==> config.mk <==
export PLATFORM = sky130hd
export DESIGN_NAME = tdc_meas_ctrl
export DESIGN_NICKNAME = d
export VERILOG_FILES = /design/src/rtl/tdc_pkg.sv /design/src/rtl/tdc_coarse_counter.sv /design/src/rtl/tdc_meas_ctrl.sv
export SDC_FILE = /design/constraint.sdc
export NUM_CORES = 1
export LEC_CHECK = 0
export CORE_MARGIN = 10
export CORE_UTILIZATION = 49
export DETAILED_ROUTE_END_ITERATION = 16
export MAX_ROUTING_LAYER = met4
export PLACE_DENSITY = 0.76
export SYNTH_ARGS = -nofsm -noshare
export SYNTH_HDL_FRONTEND = slang
export SYNTH_SLANG_ARGS = --single-unit
==> constraint.sdc <==
create_clock -name clk -period 2.1 [get_ports clk]
set_input_delay 0.525 -clock clk [delete_from_list [all_inputs] [get_ports clk]]
set_output_delay 0.525 -clock clk [all_outputs]
set_load 0.01 [all_outputs]
==> src/rtl/tdc_pkg.sv <==
// Shared definitions for the TDC measurement sequencer.
// Holds the sequencer state encoding, the default geometry of the delay line
// and coarse counter, and the fill bit used to build the timeout record.
package tdc_pkg;

  localparam int DEF_NUM_TAPS       = 195;
  localparam int DEF_COARSE_WIDTH   = 16;
  localparam int DEF_TIMEOUT_CYCLES = 1000;

  // A timeout record is the full out_time word filled with this bit.
  localparam logic TIMEOUT_FILL_BIT = 1'b1;

  typedef enum logic [1:0] {
    ST_IDLE   = 2'd0,
    ST_ARMED  = 2'd1,
    ST_OUTPUT = 2'd2
  } state_e;

endpackage

==> src/rtl/tdc_coarse_counter.sv <==
// Coarse cycle counter for the TDC sequencer.
// Ports:
//   clk, rst_n : clock, asynchronous active-low reset
//   clr_i      : synchronous clear to zero (has priority over en_i)
//   en_i       : count up by one
//   count_o    : current coarse count
//   tc_o       : terminal count, high while count_o == TIMEOUT_CYCLES-1
module tdc_coarse_counter
  import tdc_pkg::*;
#(
  parameter int COARSE_WIDTH   = DEF_COARSE_WIDTH,
  parameter int TIMEOUT_CYCLES = DEF_TIMEOUT_CYCLES
) (
  input  logic                    clk,
  input  logic                    rst_n,
  input  logic                    clr_i,
  input  logic                    en_i,
  output logic [COARSE_WIDTH-1:0] count_o,
  output logic                    tc_o
);

  localparam logic [COARSE_WIDTH-1:0] TC_VALUE = COARSE_WIDTH'(TIMEOUT_CYCLES - 1);

  logic [COARSE_WIDTH-1:0] count_q;

  // Counter register: clear wins over enable.
  always_ff @(posedge clk or negedge rst_n) begin
    if (!rst_n) begin
      count_q <= {COARSE_WIDTH{1'b0}};
    end else if (clr_i) begin
      count_q <= {COARSE_WIDTH{1'b0}};
    end else if (en_i) begin
      count_q <= count_q + {{(COARSE_WIDTH-1){1'b0}}, 1'b1};
    end else begin
      count_q <= count_q;
    end
  end

  assign count_o = count_q;
  assign tc_o    = (count_q == TC_VALUE);

endmodule

==> src/rtl/tdc_meas_ctrl.sv <==
// Measurement sequencer for the tapped-delay-line TDC.
// Arms the delay line on start, runs the coarse counter while armed, and
// captures {coarse, fine} on the stop hit (or a timeout record) for a
// valid/ready output. All outputs are registered.
// Ports:
//   clk, rst_n        : clock, asynchronous active-low reset
//   start             : arm request, honoured only in IDLE
//   hit_valid         : one-cycle stop-hit pulse
//   fine_index        : fine tap index qualified by hit_valid
//   dl_enable         : delay-line sampling enable (ARMED only)
//   busy              : high outside IDLE
//   out_valid         : record available
//   out_ready         : downstream accept
//   out_time          : {coarse, fine} or all ones on timeout
//   out_timeout       : record is a timeout
//   drop_count        : saturating count of hits seen outside ARMED
module tdc_meas_ctrl
  import tdc_pkg::*;
#(
  parameter int NUM_TAPS       = DEF_NUM_TAPS,
  parameter int FINE_WIDTH     = $clog2(NUM_TAPS),
  parameter int COARSE_WIDTH   = DEF_COARSE_WIDTH,
  parameter int TIMEOUT_CYCLES = DEF_TIMEOUT_CYCLES
) (
  input  logic                               clk,
  input  logic                               rst_n,
  input  logic                               start,
  input  logic                               hit_valid,
  input  logic [FINE_WIDTH-1:0]              fine_index,
  output logic                               dl_enable,
  output logic                               busy,
  output logic                               out_valid,
  input  logic                               out_ready,
  output logic [COARSE_WIDTH+FINE_WIDTH-1:0] out_time,
  output logic                               out_timeout,
  output logic [7:0]                         drop_count
);

  localparam int TW = COARSE_WIDTH + FINE_WIDTH;
  localparam logic [FINE_WIDTH-1:0] FINE_MAX = FINE_WIDTH'(NUM_TAPS - 1);

  state_e state_q, state_d;

  logic [COARSE_WIDTH-1:0] coarse_s;
  logic                    tc_s;
  logic                    cnt_clr_s;
  logic                    cnt_en_s;
  logic [FINE_WIDTH-1:0]   fine_clamp_s;

  logic          dl_enable_q, dl_enable_d;
  logic          busy_q, busy_d;
  logic          out_valid_q, out_valid_d;
  logic [TW-1:0] out_time_q, out_time_d;
  logic          out_timeout_q, out_timeout_d;
  logic [7:0]    drop_count_q, drop_count_d;

  // Coarse runs from zero at arm time and only advances on hit-free ARMED cycles.
  assign cnt_clr_s = (state_q == ST_IDLE);
  assign cnt_en_s  = (state_q == ST_ARMED) && !hit_valid;

  tdc_coarse_counter #(
    .COARSE_WIDTH   (COARSE_WIDTH),
    .TIMEOUT_CYCLES (TIMEOUT_CYCLES)
  ) u_coarse (
    .clk     (clk),
    .rst_n   (rst_n),
    .clr_i   (cnt_clr_s),
    .en_i    (cnt_en_s),
    .count_o (coarse_s),
    .tc_o    (tc_s)
  );

  // Encoder codes beyond the last tap are pinned to the last tap.
  assign fine_clamp_s = (fine_index > FINE_MAX) ? FINE_MAX : fine_index;

  // State register.
  always_ff @(posedge clk or negedge rst_n) begin
    if (!rst_n) begin
      state_q <= ST_IDLE;
    end else begin
      state_q <= state_d;
    end
  end

  // Next-state logic; a hit on the terminal-count cycle still leaves as a hit.
  always_comb begin
    state_d = state_q;
    case (state_q)
      ST_IDLE: begin
        if (start) state_d = ST_ARMED;
        else       state_d = ST_IDLE;
      end
      ST_ARMED: begin
        if (hit_valid || tc_s) state_d = ST_OUTPUT;
        else                   state_d = ST_ARMED;
      end
      ST_OUTPUT: begin
        if (out_valid_q && out_ready) state_d = ST_IDLE;
        else                          state_d = ST_OUTPUT;
      end
      default: state_d = ST_IDLE;
    endcase
  end

  // Output next values: flags follow the next state so they are registered
  // yet aligned with it; the record is captured only on leaving ARMED.
  always_comb begin
    dl_enable_d   = (state_d == ST_ARMED);
    busy_d        = (state_d != ST_IDLE);
    out_valid_d   = (state_d == ST_OUTPUT);
    out_time_d    = out_time_q;
    out_timeout_d = out_timeout_q;
    drop_count_d  = drop_count_q;
    if (state_q == ST_ARMED && hit_valid) begin
      out_time_d    = {coarse_s, fine_clamp_s};
      out_timeout_d = 1'b0;
    end else if (state_q == ST_ARMED && tc_s) begin
      out_time_d    = {TW{TIMEOUT_FILL_BIT}};
      out_timeout_d = 1'b1;
    end else begin
      out_time_d    = out_time_q;
      out_timeout_d = out_timeout_q;
    end
    if (hit_valid && (state_q != ST_ARMED) && (drop_count_q != 8'hFF)) begin
      drop_count_d = drop_count_q + 8'd1;
    end else begin
      drop_count_d = drop_count_q;
    end
  end

  // Output registers.
  always_ff @(posedge clk or negedge rst_n) begin
    if (!rst_n) begin
      dl_enable_q   <= 1'b0;
      busy_q        <= 1'b0;
      out_valid_q   <= 1'b0;
      out_time_q    <= {TW{1'b0}};
      out_timeout_q <= 1'b0;
      drop_count_q  <= 8'd0;
    end else begin
      dl_enable_q   <= dl_enable_d;
      busy_q        <= busy_d;
      out_valid_q   <= out_valid_d;
      out_time_q    <= out_time_d;
      out_timeout_q <= out_timeout_d;
      drop_count_q  <= drop_count_d;
    end
  end

  assign dl_enable   = dl_enable_q;
  assign busy        = busy_q;
  assign out_valid   = out_valid_q;
  assign out_time    = out_time_q;
  assign out_timeout = out_timeout_q;
  assign drop_count  = drop_count_q;

endmodule

Word-level counts from Yosys, hierarchy flattened
Cells that the tools add are included.
{"block": "classes", "n_addsub": 2, "shifts": 0, "n_bitwise": 0, "muxes": 11, "div_mod_pow": 0, "n_reduce_logical": 12, "eq_ne": 7, "order_cmp": 1, "mul": 0}
{"cell": "two-way mux 24 bit", "count": 2}
{"cell": "two-way mux 16 bit", "count": 2}
{"cell": "adder 16 x 1 -> 16 bit, second input constant", "count": 1}
{"cell": "== test 16 x 10 -> 1 bit, second input constant", "count": 1}
{"cell": "adder 8 x 1 -> 8 bit, second input constant", "count": 1}
{"cell": "> comparator 8 bit, second input constant", "count": 1}
{"cell": "two-way mux 8 bit", "count": 1}
{"cell": "inequality test 8 bit, second input constant", "count": 1}
{"cell": "logical AND 1 bit", "count": 6}
{"cell": "one-hot mux 2 bit (3 select lines)", "count": 1}
{"cell": "nonzero test 2 bit", "count": 3}
{"cell": "== test 2 x 1 -> 1 bit, second input constant", "count": 2}
{"cell": "== test 2 bit, second input constant", "count": 2}
{"cell": "two-way mux 2 bit", "count": 2}
{"cell": "two-way mux 1 bit", "count": 3}
{"cell": "logical NOT 2 bit", "count": 1}
{"cell": "inequality test 2 x 1 -> 1 bit, second input constant", "count": 1}
{"cell": "logical NOT 1 bit", "count": 1}
{"cell": "logical OR 1 bit", "count": 1}
{"block": "totals", "latch_bits": 0, "mem_count": 0, "mem_bits_ro": 0, "out_inout_bits": 36, "mem_bits_rw": 0, "wordCells": 41, "ff_bits": 54, "inputBits": 13}

Depth between registers and ports, before layout
Gate-level depths: netlist of run 1.
{"block": "depth", "ltp_word": 5, "mapped_depth": 6, "depth_no_buf": 5}

Cells and area by module
Synthesis of run 1 repeated with hierarchy kept, for this count alone.
{"block": "unflattened", "hier_cells": 214, "area_unflattened_um2": 2457.4}
{"module": "tdc_meas_ctrl", "area_per_inst_um2": 1577.8, "seq_area_each_um2": 950.9, "instances": 1, "cells_each": 129}
{"module": "tdc_coarse_counter", "area_per_inst_um2": 879.6, "seq_area_each_um2": 400.4, "instances": 1, "cells_each": 85}

Least setup slack after synthesis of run 1
No wires, ideal clock.
{"block": "synth_timing", "path_kind": "reg-to-reg", "startpoint": "reg drop_count_q[0], in the netlist drop_count[0]", "endpoint": "reg drop_count_q[1], in the netlist drop_count[1]", "stages_incl_launch_ff": 5, "path_buffers": 0, "setup_slack_ns": 0.359, "setup_ns": 0.125, "t_arrival_ns": 1.616, "required_time_ns": 1.975, "period_less_slack_ns": 1.741, "path_cell_list": "dfrtp_1 > ha_1 > and3_1 > a211oi_4 > mux2_2"}
{"block": "synth_between", "elab_chain_cells": 2, "elab_cells_between_ends": 3, "classes_between": "add/sub: 1; eq/ne: 1; reduce/logical: 1"}
{"item": "start: declaration", "line": "tdc_meas_ctrl.sv:55", "rtl": "logic [7:0] drop_count_q, drop_count_d;"}
{"item": "start signal: assignment", "line": "tdc_meas_ctrl.sv:146", "rtl": "drop_count_q <= drop_count_d;"}
{"item": "parallel branches: the longest is 2 deep, another holds adder 8 x 1 -> 8 bit"}
Several ways; the timed one is not identified.
A chain may end at the register's enable or synchronous reset.

Worst setup path in the final report of run 1
{"block": "layout_timing", "startpoint": "reg u_coarse.count_q[0], in the netlist u_coarse.count_o[0]", "endpoint": "reg out_time_q[6], in the netlist out_time[6]"}
{"block": "layout_between", "elab_chain_cells": 3}
{"item": "start: declaration", "line": "tdc_coarse_counter.sv:24", "rtl": "logic [COARSE_WIDTH-1:0] count_q;"}
{"item": "start signal: assignment", "line": "tdc_coarse_counter.sv:29", "rtl": "count_q <= {COARSE_WIDTH{1'b0}};"}
{"item": "start signal: assignment", "line": "tdc_coarse_counter.sv:31", "rtl": "count_q <= {COARSE_WIDTH{1'b0}};"}
{"item": "start signal: assignment", "line": "tdc_coarse_counter.sv:33", "rtl": "count_q <= count_q + {{(COARSE_WIDTH-1){1'b0}}, 1'b1};"}
{"item": "== test 16 x 10 -> 1 bit", "line": "tdc_coarse_counter.sv:40", "rtl": "assign tc_o = (count_q == TC_VALUE);"}
{"item": "logical AND 1 bit", "line": "tdc_meas_ctrl.sv:117", "rtl": "end else if (state_q == ST_ARMED && tc_s) begin"}
{"item": "nonzero test 2 bit (no source line)"}
{"item": "end signal: assignment", "line": "tdc_meas_ctrl.sv:137", "rtl": "out_time_q <= {TW{1'b0}};"}
{"item": "end signal: assignment", "line": "tdc_meas_ctrl.sv:144", "rtl": "out_time_q <= out_time_d;"}
{"item": "end: declaration", "line": "tdc_meas_ctrl.sv:53", "rtl": "logic [TW-1:0] out_time_q, out_time_d;"}
Every way passes these cells.

==> results of run 1 <==
-- worst paths after layout --
check                                                start                              end  depth (start not counted)
hold / removal                                       rst_n             state_q[0]$_DFF_PN0_                          1
setup reg to reg           u_coarse.count_o[0]$_DFFE_PN0P_          out_time[6]$_DFFE_PN0P_                          5
max in group asynchronous                            rst_n  u_coarse.count_o[6]$_DFFE_PN0P_                          2
min in group clk                 drop_count[5]$_DFFE_PN0P_        drop_count[5]$_DFFE_PN0P_                          1
setup / recovery           u_coarse.count_o[0]$_DFFE_PN0P_          out_time[6]$_DFFE_PN0P_                          5
hold reg to reg                  drop_count[5]$_DFFE_PN0P_        drop_count[5]$_DFFE_PN0P_                          1
-- logic make-up (layout without fill, tap and decap cells) --
kind of cell               after synthesis  in the layout  synth area share (%)
and+or+nand+nor                         71             72                 17.47
AOI/OAI and AO/OA                       50             50                 16.53
DFF                                     54             54                 56.31
buffers and inverters                   10             68                 2.502
xor gates and xnor gates                11             11                 4.014
adders and majority gates                2              2                 1.043
muxes                                    5              5                 2.138
-- power by group --
part / leakage (nW) / switching [W] / total [W] / internal [W]
clock: 0.0482 / 0.000320 / 0.000587 / 0.000267
combinational: 0.638 / 0.000704 / 0.00168 / 0.000980
sequential: 0.676 / 0.000252 / 0.00164 / 0.00139
-- layout by cell type, fill, tap and decap left out, types with 5 or more instances in the layout --
master / synthesis / routed
nor2_1: 10 / 10
nand3_1: 9 / 9
nand2_1: 17 / 17
dfrtp_1: 54 / 54
and3_1: 6 / 6
clkdlybuf4s50_1: 0 / 47
and4_1: 5 / 5
xor2_1: 5 / 5
o22a_1: 18 / 18
o21ai_0: 9 / 9
a21oi_1: 8 / 8
nand4_1: 8 / 8
clkbuf_8: 0 / 6
xnor2_1: 6 / 6
buf_4: 1 / 10
-- registers in the layout, summed over array words and instances, names as in the netlist --
| signal | cells |
|---|---|
| busy | 1 |
| dl_enable | 1 |
| drop_count | 8 |
| out_time | 24 |
| out_timeout | 1 |
| out_valid | 1 |
| state_q | 2 |
| u_coarse.count_o | 16 |
-- synthesized netlist by cell type (2+ instances only) --
cell	count	area [sq um]
dfrtp_1	54	1351
o22a_1	18	157.7
nand2_1	17	63.81
nor2_1	10	37.54
nand3_1	9	45.04
o21ai_0	9	45.04
a21oi_1	8	40.04
nand4_1	8	50.05
and3_1	6	37.54
xnor2_1	6	52.55
and4_1	5	43.79
xor2_1	5	43.79
mux2i_1	4	40.04
o21ba_1	4	40.04
buf_2	3	15.01
clkbuf_1	3	11.26
a22o_1	2	17.52
buf_6	2	22.52
ha_1	2	25.02
nand3b_1	2	15.01
nor4_1	2	12.51
o211ai_1	2	15.01
o21a_1	2	15.01
o31ai_1	2	15.01
-- layout make-up --
| class | count | area, sq um | area share, % |
|---|---|---|---|
| Clock buffer | 7 | 86.33 | 2.779 |
| Clock inverter | 1 | 5.005 | 0.1611 |
| Multi-Input combinational cell | 140 | 1006 | 32.38 |
| Timing Repair Buffer | 59 | 570.5 | 18.36 |
| Tap cell | 67 | 83.83 | 2.698 |
| Sequential cell | 54 | 1351 | 43.50 |
| Inverter | 1 | 3.754 | 0.1208 |
-- per-stage QoR --
stage	total power, W	setup TNS [ns]	utilization, %	cells	cell area, sq um
floorplan	0.002461	0	-	203	2400
detailed placement	0.003356	-0.02741	63.47	320	2998
finish	0.003913	0	65.77	329	3107
global placement	0.003315	0	63.47	320	2998
CTS	0.003970	0	65.64	329	3100
global route	0.004167	0	65.77	329	3107
-- routing by layer --
layer	wire length (um)	up-vias
li1	-	872
met1	2449	905
met2	2625	40
met3	169	5
met4	87	0
met5	0	-
-- timing repair --
item	in CTS	in global routing
gates resized for setup	1	1
pin swaps	0	0
setup endpoints to repair	18	24
gates cloned	1	0
==> reports/metrics.cfg, run 1 <==
[cells_and_area]
layout-drive-gt1-share_pct=11.45
fillers=375
area_growth_pct=29.46
nNetsFinal=276
antennaDiodeCount=0

[synthesis]
synth_seq_cells=54
synthFlopType=dfrtp_1
yosys_warnings=0
seq_area_frac_synth_pct=56.31
avgSynthCellArea_sq_um=11.82
syn_inst=203
synth_edf_count=0
syn_area_sq_um=2400
synth_nets=218
async_flop_share_pct=100.0
yosysUniqueCellTypes=42

[die]
num_io_pins=49
die_x_um=89.98
die_y_um=89.98
num_rows=25
die_area_sq_um=8096
core_area_sq_um=4723
initial_core_util_pct=50.81

[routing]
drt-initial-drc-count=113
vias_per_cell=5.538
antenna_left=0
wl_per_cell_um=16.20
drt-total-wl_um=5331
first_pass_iters=4
via_count=1822
drc=0

[timing]
relSlewSlack_pct=66.00
timing.fmax_ghz=0.5194
rsz0062_at_grt=no
hold_slack_ns=0.1769
period_needed_ns=1.925
setup_viol=0
setup_ws_ns=0.1748
hold_violations=0
tightest_slew_ns=0.5101
period_share_pct=91.68
skew_ns=0.005815
drv_slew=0

[pwr]
ir_worst_vdd_mv=0.6940
powerDensity_nw_per_um2=1260
power.leakage_nw=1.363

[flow_run]
cap_violations=0

[global_route]
grt_util_met3_pct=3.325
grt_antenna_before_repair=0
grt_max_degree=34
use_met2_pct=22.34
grt_pass1_vias=1872
grt_pass1_wl_um=9087
track_usage_pct=13.92
grtUsageMet1_pct=16.52
top_usage_layer=met2
overflow=0

[worst_setup_path]
r2r_slack_ns=0.17
criticalPathCategory=reg2reg
worstSetupStartpointType=register
required_ns=2.30
path_max_fanout=12
crit_buf_inv=0
crit_path_end_kind=register
cp.arrival_ns=2.12
crit_chain=ha_1 -> and4b_1 -> a41oi_2 -> nor2_4 -> o22a_1
cp_top_family=compound AO/OA/AOI/OAI gates
slowest_delay_ns=0.43
cpMaxStageDelayCell=dfrtp_1

[clocking]
cts.sinks=54
cts_tree=built
clk_latency_ns=0.31
clockBufferDepth=2
clk_pin_slew_ns=0.09
cts_buffers=5
root_buffer=clkbuf_8
cts_setup_buffers=0
cts-htree-levels=2
cts_hold_buf=0

[worst_hold_path]
hold_class=in2async

[placed_design]
dp_slack_ns=-0.02182
globalplace.congestion=0.8697
dp_hpwl_um=3824
io_buffers=48

[outcome]
status=finished clean

(Power assumes the default switching activity.)
==> run 2, diff against run 1 <==
--- a/config.mk
+++ b/config.mk
@@ -5,11 +5,14 @@
 export SDC_FILE = /design/constraint.sdc
 export NUM_CORES = 1
 export LEC_CHECK = 0
+export CELL_PAD_IN_SITES_DETAIL_PLACEMENT = 1
+export CELL_PAD_IN_SITES_GLOBAL_PLACEMENT = 1
 export CORE_MARGIN = 10
-export CORE_UTILIZATION = 49
+export CORE_UTILIZATION = 40
+export CTS_CLUSTER_DIAMETER = 60
 export DETAILED_ROUTE_END_ITERATION = 16
 export MAX_ROUTING_LAYER = met4
-export PLACE_DENSITY = 0.76
+export PLACE_DENSITY = 0.78
 export SYNTH_ARGS = -nofsm -noshare
 export SYNTH_HDL_FRONTEND = slang
 export SYNTH_SLANG_ARGS = --single-unit
==> constraint.sdc (replaced) <==
create_clock -name clk -period 2.1 [get_ports clk]
set_input_delay 0.525 -clock clk [delete_from_list [all_inputs] [get_ports clk]]
set_output_delay 0.525 -clock clk [all_outputs]
set_load 0.02 [all_outputs]
==> run 2 against run 1 <==
Compared with the run above: clock-buffer cell count is 1 lower; register-to-register slack better by 0.12 ns; non-clock buffer count is 1 lower; hold slack better by 0.0076 ns; clock skew is 0.0043 ns higher; sequential power hardly changed; routed wire length is 14% higher; maximum frequency is 0.82% higher; largest power group unchanged; highest routed layer unchanged.
==> reports/metrics.cfg, run 2 (same netlist as run 1, synthesis figures left out) <==
[cells_and_area]
most-common-layout-cells=dfrtp_1, clkdlybuf4s50_1, o22a_1
layout_commonest_cell=dfrtp_1
layout-drive-gt1-share_pct=10.81  ; -0.64 points
largest_reg_flops=24  ; unchanged
area_growth_pct=29.20
stdcell_area_sq_um=3100  ; -0.20%
utilization_pct=52.68  ; -13 points
antennaDiodeCount=0  ; unchanged
nNetsFinal=275  ; -0.36%

[placed_design]
io_buffers=48  ; unchanged
dp_hpwl_um=4244  ; +11%
globalplace.congestion=0.7693  ; -12%
placed_area_sq_um=3000  ; about the same

[routing]
drc=0  ; unchanged
first_pass_iters=4  ; unchanged
wl_per_cell_um=18.14  ; +12%
drt-total-wl_um=6058  ; +14%
vias_per_cell=5.512  ; -0.47%
via_count=1841  ; +1.0%
antenna_left=0  ; unchanged
drt-initial-drc-count=82  ; -27%

[worst_setup_path]
worstSetupStartpointType=register
path_max_fanout=6  ; -6
cp_top_family=buffers and inverters
cpMaxStageDelayCell=clkdlybuf4s50_1
reg2reg_depth=4  ; -1
rr_endpoint=drop_count[1]$_DFFE_PN0P_
r2r_slack_ns=0.29  ; +0.12 ns
cp.arrival_ns=1.38  ; -0.74 ns
crit_buf_inv=1  ; +1
crit_path_end_kind=output port
crit_chain=clkdlybuf4s50_1
required_ns=1.57  ; -0.73 ns
slowest_delay_ns=0.64  ; +0.21 ns
worstSetupEndpoint=drop_count[2]
criticalPathCategory=reg2out
r2r_start=drop_count[0]$_DFFE_PN0P_
crit_path_start=drop_count[2]$_DFFE_PN0P_
path_depth=1  ; -4

[pwr]
power.leakage_nw=1.354  ; -0.64%
ir_worst_vdd_mv=0.6219  ; -10%
power_w=0.004139  ; +5.8%
powerDensity_nw_per_um2=1335  ; +6.0%

[die]
die_area_sq_um=9497  ; +17%
initial_core_util_pct=40.77  ; -10 points
num_rows=28  ; +12%
num_io_pins=49  ; unchanged
die_x_um=97.46  ; +8.3%
die_y_um=97.46  ; +8.3%
core_area_sq_um=5886  ; +25%

[timing]
period_share_pct=90.93  ; -0.74 points
period_needed_ns=1.910  ; -0.01560 ns
timing.fmax_ghz=0.5237  ; +0.82%
rsz0062_at_grt=no
drv_slew=0  ; unchanged
hold_violations=0  ; unchanged
skew_ns=0.01009  ; +0.004277 ns
setup_viol=0  ; unchanged
tightest_slew_ns=0.4317  ; -0.07838 ns
relSlewSlack_pct=71.00  ; +5.0 points
setup_tns_ns=0  ; unchanged

[clocking]
cts-htree-levels=2  ; unchanged
cts.sinks=54  ; unchanged
clockBufferDepth=2  ; unchanged
cts_setup_buffers=0  ; unchanged
root_buffer=clkbuf_8
clk_pin_slew_ns=0.09  ; about the same
cts_tree=built
cts_buffers=5  ; unchanged
clk_latency_ns=0.31  ; about the same

[global_route]
grt_antenna_before_repair=0  ; unchanged
grt_max_degree=55  ; +62%
track_usage_pct=12.90  ; -1.0 points
overflow=0  ; unchanged
grt_pass1_vias=1943  ; +3.8%
grt_pass1_wl_um=10020  ; +10%

[flow_run]
cap_violations=0  ; unchanged

[worst_hold_path]
hold_class=in2async

[outcome]
status=finished clean

## run 2: cell type report
cell class,count,area (sq um)
Fill cell,641,2785
Sequential cell,54,1351
Multi-Input combinational cell,140,1006
Timing Repair Buffer,58,563.0
Tap cell,75,93.84
Clock buffer,6,82.58
Inverter,1,3.754
## run 2: per-stage QoR
stage / hold WS (ns) / setup slack [ns] / instances
after floorplan: 0.2294 / 0.3024 / 203
after global placement: 0.4795 / -0.01037 / 327
after detailed placement: 0.4890 / -0.08458 / 327
after CTS: 0.2107 / 0.06304 / 333
after global routing: 0.2083 / 0.09600 / 334
final: 0.1845 / 0.1904 / 334
## run 2: how the worst min path moves through the flow
| stage | start | endpoint |
|---|---|---|
| 4_1_cts | rst_n | out_time[0]$_DFFE_PN0P_ |
| 2_1_floorplan | rst_n | busy$_DFF_PN0_ |
| 3_3_place_gp | out_time[1]$_DFFE_PN0P_ | out_time[1]$_DFFE_PN0P_ |
| 6_report | rst_n | out_time[15]$_DFFE_PN0P_ |
| 3_5_place_dp | out_time[3]$_DFFE_PN0P_ | out_time[3]$_DFFE_PN0P_ |
| 5_1_grt | rst_n | out_time[15]$_DFFE_PN0P_ |
## run 2: layer usage
metal	GRT usage, %	share of wire [%]
met1	17.04	50
met2	18.24	44
met3	3.201	4.1
met4	5.593	1.7
met5	-	0
## run 2: repair_timing
action | in CTS | in global routing
setup endpoints to repair | 0 | 24
hold buffers | 0 | 0
hold endpoints to repair | 0 | 0
resized for setup | 0 | 2
## run 2: power breakdown
part           total [W]  switching (W)  internal, W
combinational    0.00192       0.000957     0.000964
sequential       0.00165       0.000257      0.00139
clock           0.000570       0.000315     0.000255
